<file path="src/rtl/apu_pkg.sv">
// Shared APU definitions: wave mode encoding, NES length-counter table and
// the wave shape function used by the wavetable channel.
package apu_pkg;

  typedef enum logic [1:0] {
    TRI    = 2'd0,
    SAW_UP = 2'd1,
    SAW_DN = 2'd2,
    HOLD   = 2'd3
  } wave_mode_t;

  localparam int LEN_W   = 8;
  localparam int SHAPE_W = 16;

  localparam logic [LEN_W-1:0] LENGTH_TABLE [32] = '{
    8'd10,  8'd254, 8'd20,  8'd2,   8'd40,  8'd4,   8'd80,  8'd6,
    8'd160, 8'd8,   8'd60,  8'd10,  8'd14,  8'd12,  8'd26,  8'd14,
    8'd12,  8'd16,  8'd24,  8'd18,  8'd48,  8'd20,  8'd96,  8'd22,
    8'd192, 8'd24,  8'd72,  8'd26,  8'd16,  8'd28,  8'd32,  8'd30
  };

  // n = index width, amp_w = sample width; both are elaboration constants.
  function automatic logic [SHAPE_W-1:0] wave_shape(
    input wave_mode_t         mode,
    input logic [SHAPE_W-1:0] idx,
    input int                 n,
    input int                 amp_w
  );
    logic [SHAPE_W-1:0] mask_n;
    logic [SHAPE_W-1:0] mask_h;
    logic [SHAPE_W-1:0] mask_a;
    logic [SHAPE_W-1:0] f;
    logic [SHAPE_W-1:0] r;
    mask_n = SHAPE_W'((32'd1 << n) - 32'd1);
    mask_h = SHAPE_W'((32'd1 << (n - 1)) - 32'd1);
    mask_a = SHAPE_W'((32'd1 << amp_w) - 32'd1);
    f      = idx & mask_n;
    case (mode)
      SAW_UP:  r = f >> (n - amp_w);
      SAW_DN:  r = (~f & mask_n) >> (n - amp_w);
      default: begin
        r = (idx[n-1] ? f : ~f) & mask_h;
        r = r >> (n - 1 - amp_w);
      end
    endcase
    return r & mask_a;
  endfunction

endpackage

</file>
<file path="src/rtl/apu_length_counter.sv">
// APU length counter: table load, halt and disable handling; shared by the
// pulse, noise and wavetable channels.
module apu_length_counter
  import apu_pkg::*;
(
  input  logic       clk,
  input  logic       rst_l,
  input  logic       tick_en,
  input  logic       halt,
  input  logic       enable,
  input  logic       load,
  input  logic [4:0] load_idx,
  output logic       non_zero
);

  logic [LEN_W-1:0] r_count;

  // Disable dominates everything, and a load beats a coincident tick.
  always_ff @(posedge clk or negedge rst_l) begin
    if (!rst_l) begin
      r_count <= '0;
    end else if (!enable) begin
      r_count <= '0;
    end else if (load) begin
      r_count <= LENGTH_TABLE[load_idx];
    end else if (tick_en && !halt && (r_count != '0)) begin
      r_count <= r_count - 1'b1;
    end
  end

  assign non_zero = (r_count != '0);

endmodule

</file>
<file path="src/rtl/wavetable_channel.sv">
// Wavetable channel: timer-driven step sequencer gated by linear and length
// counters. Optional build macro: ULTRASONIC_MUTE_EN (freeze sequencer when period < 2).
module wavetable_channel
  import apu_pkg::*;
#(
  parameter int TIMER_W  = 11,
  parameter int SEQ_LOG2 = 5,
  parameter int AMP_W    = 4,
  parameter int LIN_W    = 7
) (
  input  logic                clk,
  input  logic                rst_l,
  input  logic                cpu_clk_en,
  input  logic                counter_clk_en,
  input  logic                disable_l,
  input  logic                control_flag,
  input  logic [1:0]          mode,
  input  logic                phase_reset,
  input  logic                linear_load,
  input  logic                timer_load,
  input  logic                length_load,
  input  logic [LIN_W-1:0]    linear_load_data,
  input  logic [TIMER_W-1:0]  timer_load_data,
  input  logic [4:0]          length_load_data,
  output logic                linear_non_zero,
  output logic                length_non_zero,
  output logic [SEQ_LOG2-1:0] step,
  output logic [AMP_W-1:0]    wave
);

  if (AMP_W < 1 || AMP_W > SEQ_LOG2 - 1 || SEQ_LOG2 > SHAPE_W) begin : g_param_check
    $error("wavetable_channel: need 1 <= AMP_W <= SEQ_LOG2-1 and SEQ_LOG2 <= 16");
  end

  logic [TIMER_W-1:0]  r_period;
  logic [TIMER_W-1:0]  r_count;
  logic [SEQ_LOG2-1:0] r_index;
  logic [LIN_W-1:0]    r_linear;
  logic [LIN_W-1:0]    r_lin_reload;
  logic                r_reload_flag;

  wave_mode_t          w_mode;
  logic                w_timer_pulse;
  logic                w_period_ok;
  logic                w_step_en;
  logic                w_length_nz;
  logic [LIN_W-1:0]    w_lin_reload_src;

  assign w_mode        = wave_mode_t'(mode);
  assign w_timer_pulse = cpu_clk_en && (r_count == '0);

`ifdef ULTRASONIC_MUTE_EN
  assign w_period_ok = (r_period > TIMER_W'(1));
`else
  assign w_period_ok = 1'b1;
`endif

  assign w_step_en = w_timer_pulse && linear_non_zero && w_length_nz &&
                     (w_mode != HOLD) && w_period_ok;

  // Period writes are buffered: only a reload or phase reset moves them into the count.
  always_ff @(posedge clk or negedge rst_l) begin
    if (!rst_l) begin
      r_period <= '0;
      r_count  <= '0;
      r_index  <= '0;
    end else begin
      if (timer_load) r_period <= timer_load_data;
      if (phase_reset) begin
        r_count <= r_period;
        r_index <= '0;
      end else begin
        if (cpu_clk_en) r_count <= w_timer_pulse ? r_period : r_count - 1'b1;
        if (w_step_en)  r_index <= r_index + 1'b1;
      end
    end
  end

  // A reload write coinciding with a tick is visible to that tick's reload.
  assign w_lin_reload_src = linear_load ? linear_load_data : r_lin_reload;

  always_ff @(posedge clk or negedge rst_l) begin
    if (!rst_l) begin
      r_linear      <= '0;
      r_lin_reload  <= '0;
      r_reload_flag <= 1'b0;
    end else begin
      if (linear_load) r_lin_reload <= linear_load_data;
      if (counter_clk_en) begin
        if (r_reload_flag)       r_linear <= w_lin_reload_src;
        else if (r_linear != '0) r_linear <= r_linear - 1'b1;
      end
      if (linear_load)                         r_reload_flag <= 1'b1;
      else if (counter_clk_en && !control_flag) r_reload_flag <= 1'b0;
    end
  end

  apu_length_counter u_length (
    .clk      (clk),
    .rst_l    (rst_l),
    .tick_en  (counter_clk_en),
    .halt     (control_flag),
    .enable   (disable_l),
    .load     (length_load),
    .load_idx (length_load_data),
    .non_zero (w_length_nz)
  );

  assign linear_non_zero = (r_linear != '0);
  assign length_non_zero = w_length_nz;
  assign step            = r_index;
  assign wave            = AMP_W'(wave_shape(w_mode, SHAPE_W'(r_index), SEQ_LOG2, AMP_W));

endmodule

</file>
<file path="config.mk">
export PLATFORM = sky130hd
export DESIGN_NAME = wavetable_channel
export DESIGN_NICKNAME = d
export VERILOG_FILES = /design/src/rtl/apu_pkg.sv /design/src/rtl/apu_length_counter.sv /design/src/rtl/wavetable_channel.sv
export SDC_FILE = /design/constraint.sdc
export NUM_CORES = 1
export LEC_CHECK = 0
export CAP_MARGIN = 15
export CORE_MARGIN = 2
export CORE_UTILIZATION = 51
export CTS_BUF_LIST = sky130_fd_sc_hd__clkbuf_8
export DETAILED_ROUTE_END_ITERATION = 16
export GPL_TIMING_DRIVEN = 0
export PLACE_DENSITY_LB_ADDON = 0.1
export SETUP_SLACK_MARGIN = 0.02
export SYNTH_ARGS = -nofsm -noshare
export SYNTH_HDL_FRONTEND = slang
export SYNTH_HIERARCHICAL = 1
export SYNTH_SLANG_ARGS = --single-unit
</file>
<file path="constraint.sdc">
create_clock -name clk -period 2.23 [get_ports clk]
set_input_delay 0.3345 -clock clk [delete_from_list [all_inputs] [get_ports clk]]
set_output_delay 0.3345 -clock clk [all_outputs]
set_load 0.02 [all_outputs]
</file>
==> flow_summary.yaml <==
yosys:
  async_reset_ff_frac: 1.00
  synth-main-ff-cell: "dfrtp_1"
  synth_nets: 386
  syn_area_mm2: 0.00325
  ys_warn_count: 6
  synth_area_per_cell_um2: 9.66
  synth_cell_type_count: 67
  postSynthCellCount: 336
  ys_ff_latch: 50
  yosysSeqAreaShare: 0.385
  synth_edf_count: 0
setup_path:
  worst_ep_required_time_ns: 2.42
  arrival_ns: 2.35
  cp-start-kind: "flop"
  crit_fanout: 5
  critPathSlowestCell: "or4b_4"
  critical_path_class: "flop to flop"
  critPathCaptureType: "flop"
  r2r_cells: 6
  cp_cell_sequence: "inv_1, ha_4, or4b_4, or3_1, mux2_4, o211a_1"
  cpPeakStageDelay_ns: 0.47
  r2r_end: "u_length/r_count[6]$_DFFE_PN0P_"
  ff2ff_setup_slack_ns: 0.08
  r2r_start: "u_length/r_count[1]$_DFFE_PN0P_"
  path_buf_inv: 1
  crit_family: "simple AND/OR/NAND/NOR gates"
global_routing:
  grt_pass1_wl_mm: 12.0
  grt_overflow: 0
  antenna_found_initial: 0
  grt_usage: 0.207
  grt_pass1_vias: 2662
  grt_max_degree: 35
clocking:
  htreeDepth: 2
  cts_root_buf: "clkbuf_8"
  clk_pin_slew_worst_paths_ns: 0.10
  cts_tree: "yes"
  clkLatencyLatePin_ns: 0.31
  clockBufferDepth: 2
  clock_sinks: 50
  cts_inserted_buffers: 5
timing:
  tightest_slew_ns: 0.567
  fin_crit_sh: 0.965
  setup_viol: 0
  clock_skew_ns: 0.00976
  hold_slack_ns: 0.303
  max_slew_margin: 0.622
  rsz0062_at_grt: "true"
  fin_ws_ns: 0.0780
  fmax_mhz: 465
  fin_crit_ns: 2.15
  slew_violations: 0
  final-hold-violation-count: 0
floorplanning:
  die_area_mm2: 0.00702
  row_count: 29
  ios: 46
  core_mm2: 0.00624
  die_height_um: 83.8
  initial_core_util: 0.520
  fp.dieW_um: 83.8
layout:
  insertedDiodeCount: 0
  drive_gt1_frac: 0.121
  fin_cells: 466
  syn_to_final_growth_pct: 20.6
  final_nets: 438
routing:
  routed_via_density: 5.86
  dr_total_vias: 2729
  avgRoutedWirePerCell_um: 14.7
  antenna_left: 0
  wl_mm: 6.85
  drt_iter0_drc: 120
  drc: 0
  drt_pass1_iterations: 4
placement:
  io_buffers: 43
  dpl.hpwl_mm: 5.07
  place_congestion: 0.889
  placed_cells: 457
  dp_slack_ns: -0.493
power:
  p_leak_nw: 1.62
  power_density_mw_per_mm2: 591
  peakVddDrop_v: 0.000366
hold_path:
  holdPathEnd: "r_count[7]$_DFFE_PN0P_"
  hp-start: "cpu_clk_en"
  hp-class: "primary input to flop"
  worstHoldPathCells: 2
outcome:
  outcome: "finished, final reports clean"
job:
  cap_violations: 0
## worst reg2reg max path, delay by kind of cell (launching register included)
kind                     cells  cell delay, ns
buffers and inverters        1            0.12
adder cells (fa/ha/maj)      1            0.17
AND/OR/NAND/NOR              2            0.86
AO/OA/AOI/OAI                1            0.20
multiplexers                 1            0.32
flip-flops                   1            0.39
## stage by stage
stage	power (mW)	utilization	cell area, µm²	TNS [ns]
after floorplan	1.49	-	3250	0
after detailed placement	1.70	0.607	3790	-1.47
after global placement	1.68	0.605	3770	-34.91
after CTS	2.34	0.627	3910	0
after global routing	2.46	0.628	3920	0
final	2.31	0.628	3920	0
## layout make-up
class	instances	area, µm²
well taps	77	96.3
repair buffers	46	452
multi-input cells	245	1840
plain buffers	16	77.6
flip-flops and latches	50	1250
inverters	24	90.1
fillers	543	2320
clock buffers	5	68.8
clock inverters	3	41.3
## cells by family (layout without fill, tap and decap cells)
logic type	count (synthesis)	in the layout	share of synthesized area
xor gates and xnor gates	8	8	0.0216
muxes	27	27	0.0956
adders and majority gates	15	15	0.0578
AOI/OAI and AO/OA	89	89	0.197
DFF	50	50	0.385
and+or+nand+nor	106	106	0.190
buffers and inverters	41	94	0.0528
## power by group
| part | switching (mW) | leakage (nW) | internal, mW |
|---|---|---|---|
| logic | 0.307 | 0.956 | 0.275 |
| registers | 0.0920 | 0.612 | 1.00 |
| clock network | 0.307 | 0.0556 | 0.331 |
| total | 0.706 | 1.62 | 1.61 |
## synth_stat cells, drive strengths merged (2+ instances only)
library cell | number | share of area
a211o | 3 | 0.0081
a21o | 3 | 0.0069
a21oi | 15 | 0.023
a221o | 2 | 0.0062
a22o | 2 | 0.0054
a22oi | 4 | 0.0092
a311o | 2 | 0.0062
a31oi | 2 | 0.0039
and4 | 2 | 0.0054
buf | 6 | 0.012
clkbuf | 11 | 0.013
dfrtp | 50 | 0.39
ha | 15 | 0.058
inv | 24 | 0.028
mux2 | 19 | 0.067
mux2i | 7 | 0.022
nand2 | 24 | 0.028
nand2b | 7 | 0.013
nand3 | 14 | 0.022
nand4 | 3 | 0.010
nand4b | 4 | 0.011
nor2 | 16 | 0.018
nor2b | 4 | 0.0077
nor3 | 12 | 0.024
nor3b | 4 | 0.016
nor4 | 5 | 0.0096
o2111ai | 2 | 0.0054
o211a | 3 | 0.0092
o211ai | 2 | 0.0046
o21a | 2 | 0.0046
o21ai | 24 | 0.038
o221ai | 2 | 0.0054
o22ai | 4 | 0.0077
o311ai | 3 | 0.0081
o31a | 2 | 0.0054
o31ai | 2 | 0.0089
or3 | 6 | 0.012
xnor2 | 7 | 0.019
## placed cells by master (no fill, tap or decap), types with 6 or more instances in the layout
cell type	n
o21ai_0	14
nand2b_1	7
a21oi_1	15
inv_1	24
clkbuf_1	10
nand3_1	14
clkdlybuf4s50_1	36
o21ai_1	9
or3_1	6
ha_1	13
xnor2_1	7
nor2_1	16
dfrtp_1	50
mux2i_1	7
nor3_1	10
mux2_2	17
nand2_1	24
## per-layer routing
metal  global-route usage  share of wire  up-vias
met5                    0              0        -
met3               0.0376          0.036       15
li1                     -              -     1338
met4               0.0660          0.020        0
met2                0.343           0.48       57
met1                0.274           0.47     1319
## sequential cells by signal, summed over array words and instances, names as in the netlist
register,flops
u_length/r_count,8
step,5
r_lin_reload,7
r_linear,7
r_count,11
r_period,11
r_reload_flag,1
## worst max-delay path by stage
| stage | slack (ns) | end | cells after the start | startpoint |
|---|---|---|---|---|
| 5_1_grt | 0.01 | wave[3] | 8 | mode[0] |
| 4_1_cts | 0.03 | wave[3] | 8 | mode[0] |
| 3_3_place_gp | -0.68 | r_linear[1]$_DFFE_PN0P_ | 1 | rst_l |
| 3_5_place_dp | -0.49 | wave[3] | 9 | mode[0] |
| 2_1_floorplan | 0.14 | u_length/r_count[6]$_DFFE_PN0P_ | 6 | u_length/r_count[0]$_DFFE_PN0P_ |
| 6_report | 0.08 | u_length/r_count[6]$_DFFE_PN0P_ | 6 | u_length/r_count[1]$_DFFE_PN0P_ |
## what timing repair did
item                                    4_1_cts  5_1_grt
endpoints found under the hold margin        16        0
pin swaps                                     0        0
cloned                                        0        0
endpoints found under the setup margin        7        3
resized for setup                            11        5
hold buffers                                  1        0
buffers inserted                              1        0
(Power assumes the default switching activity.)
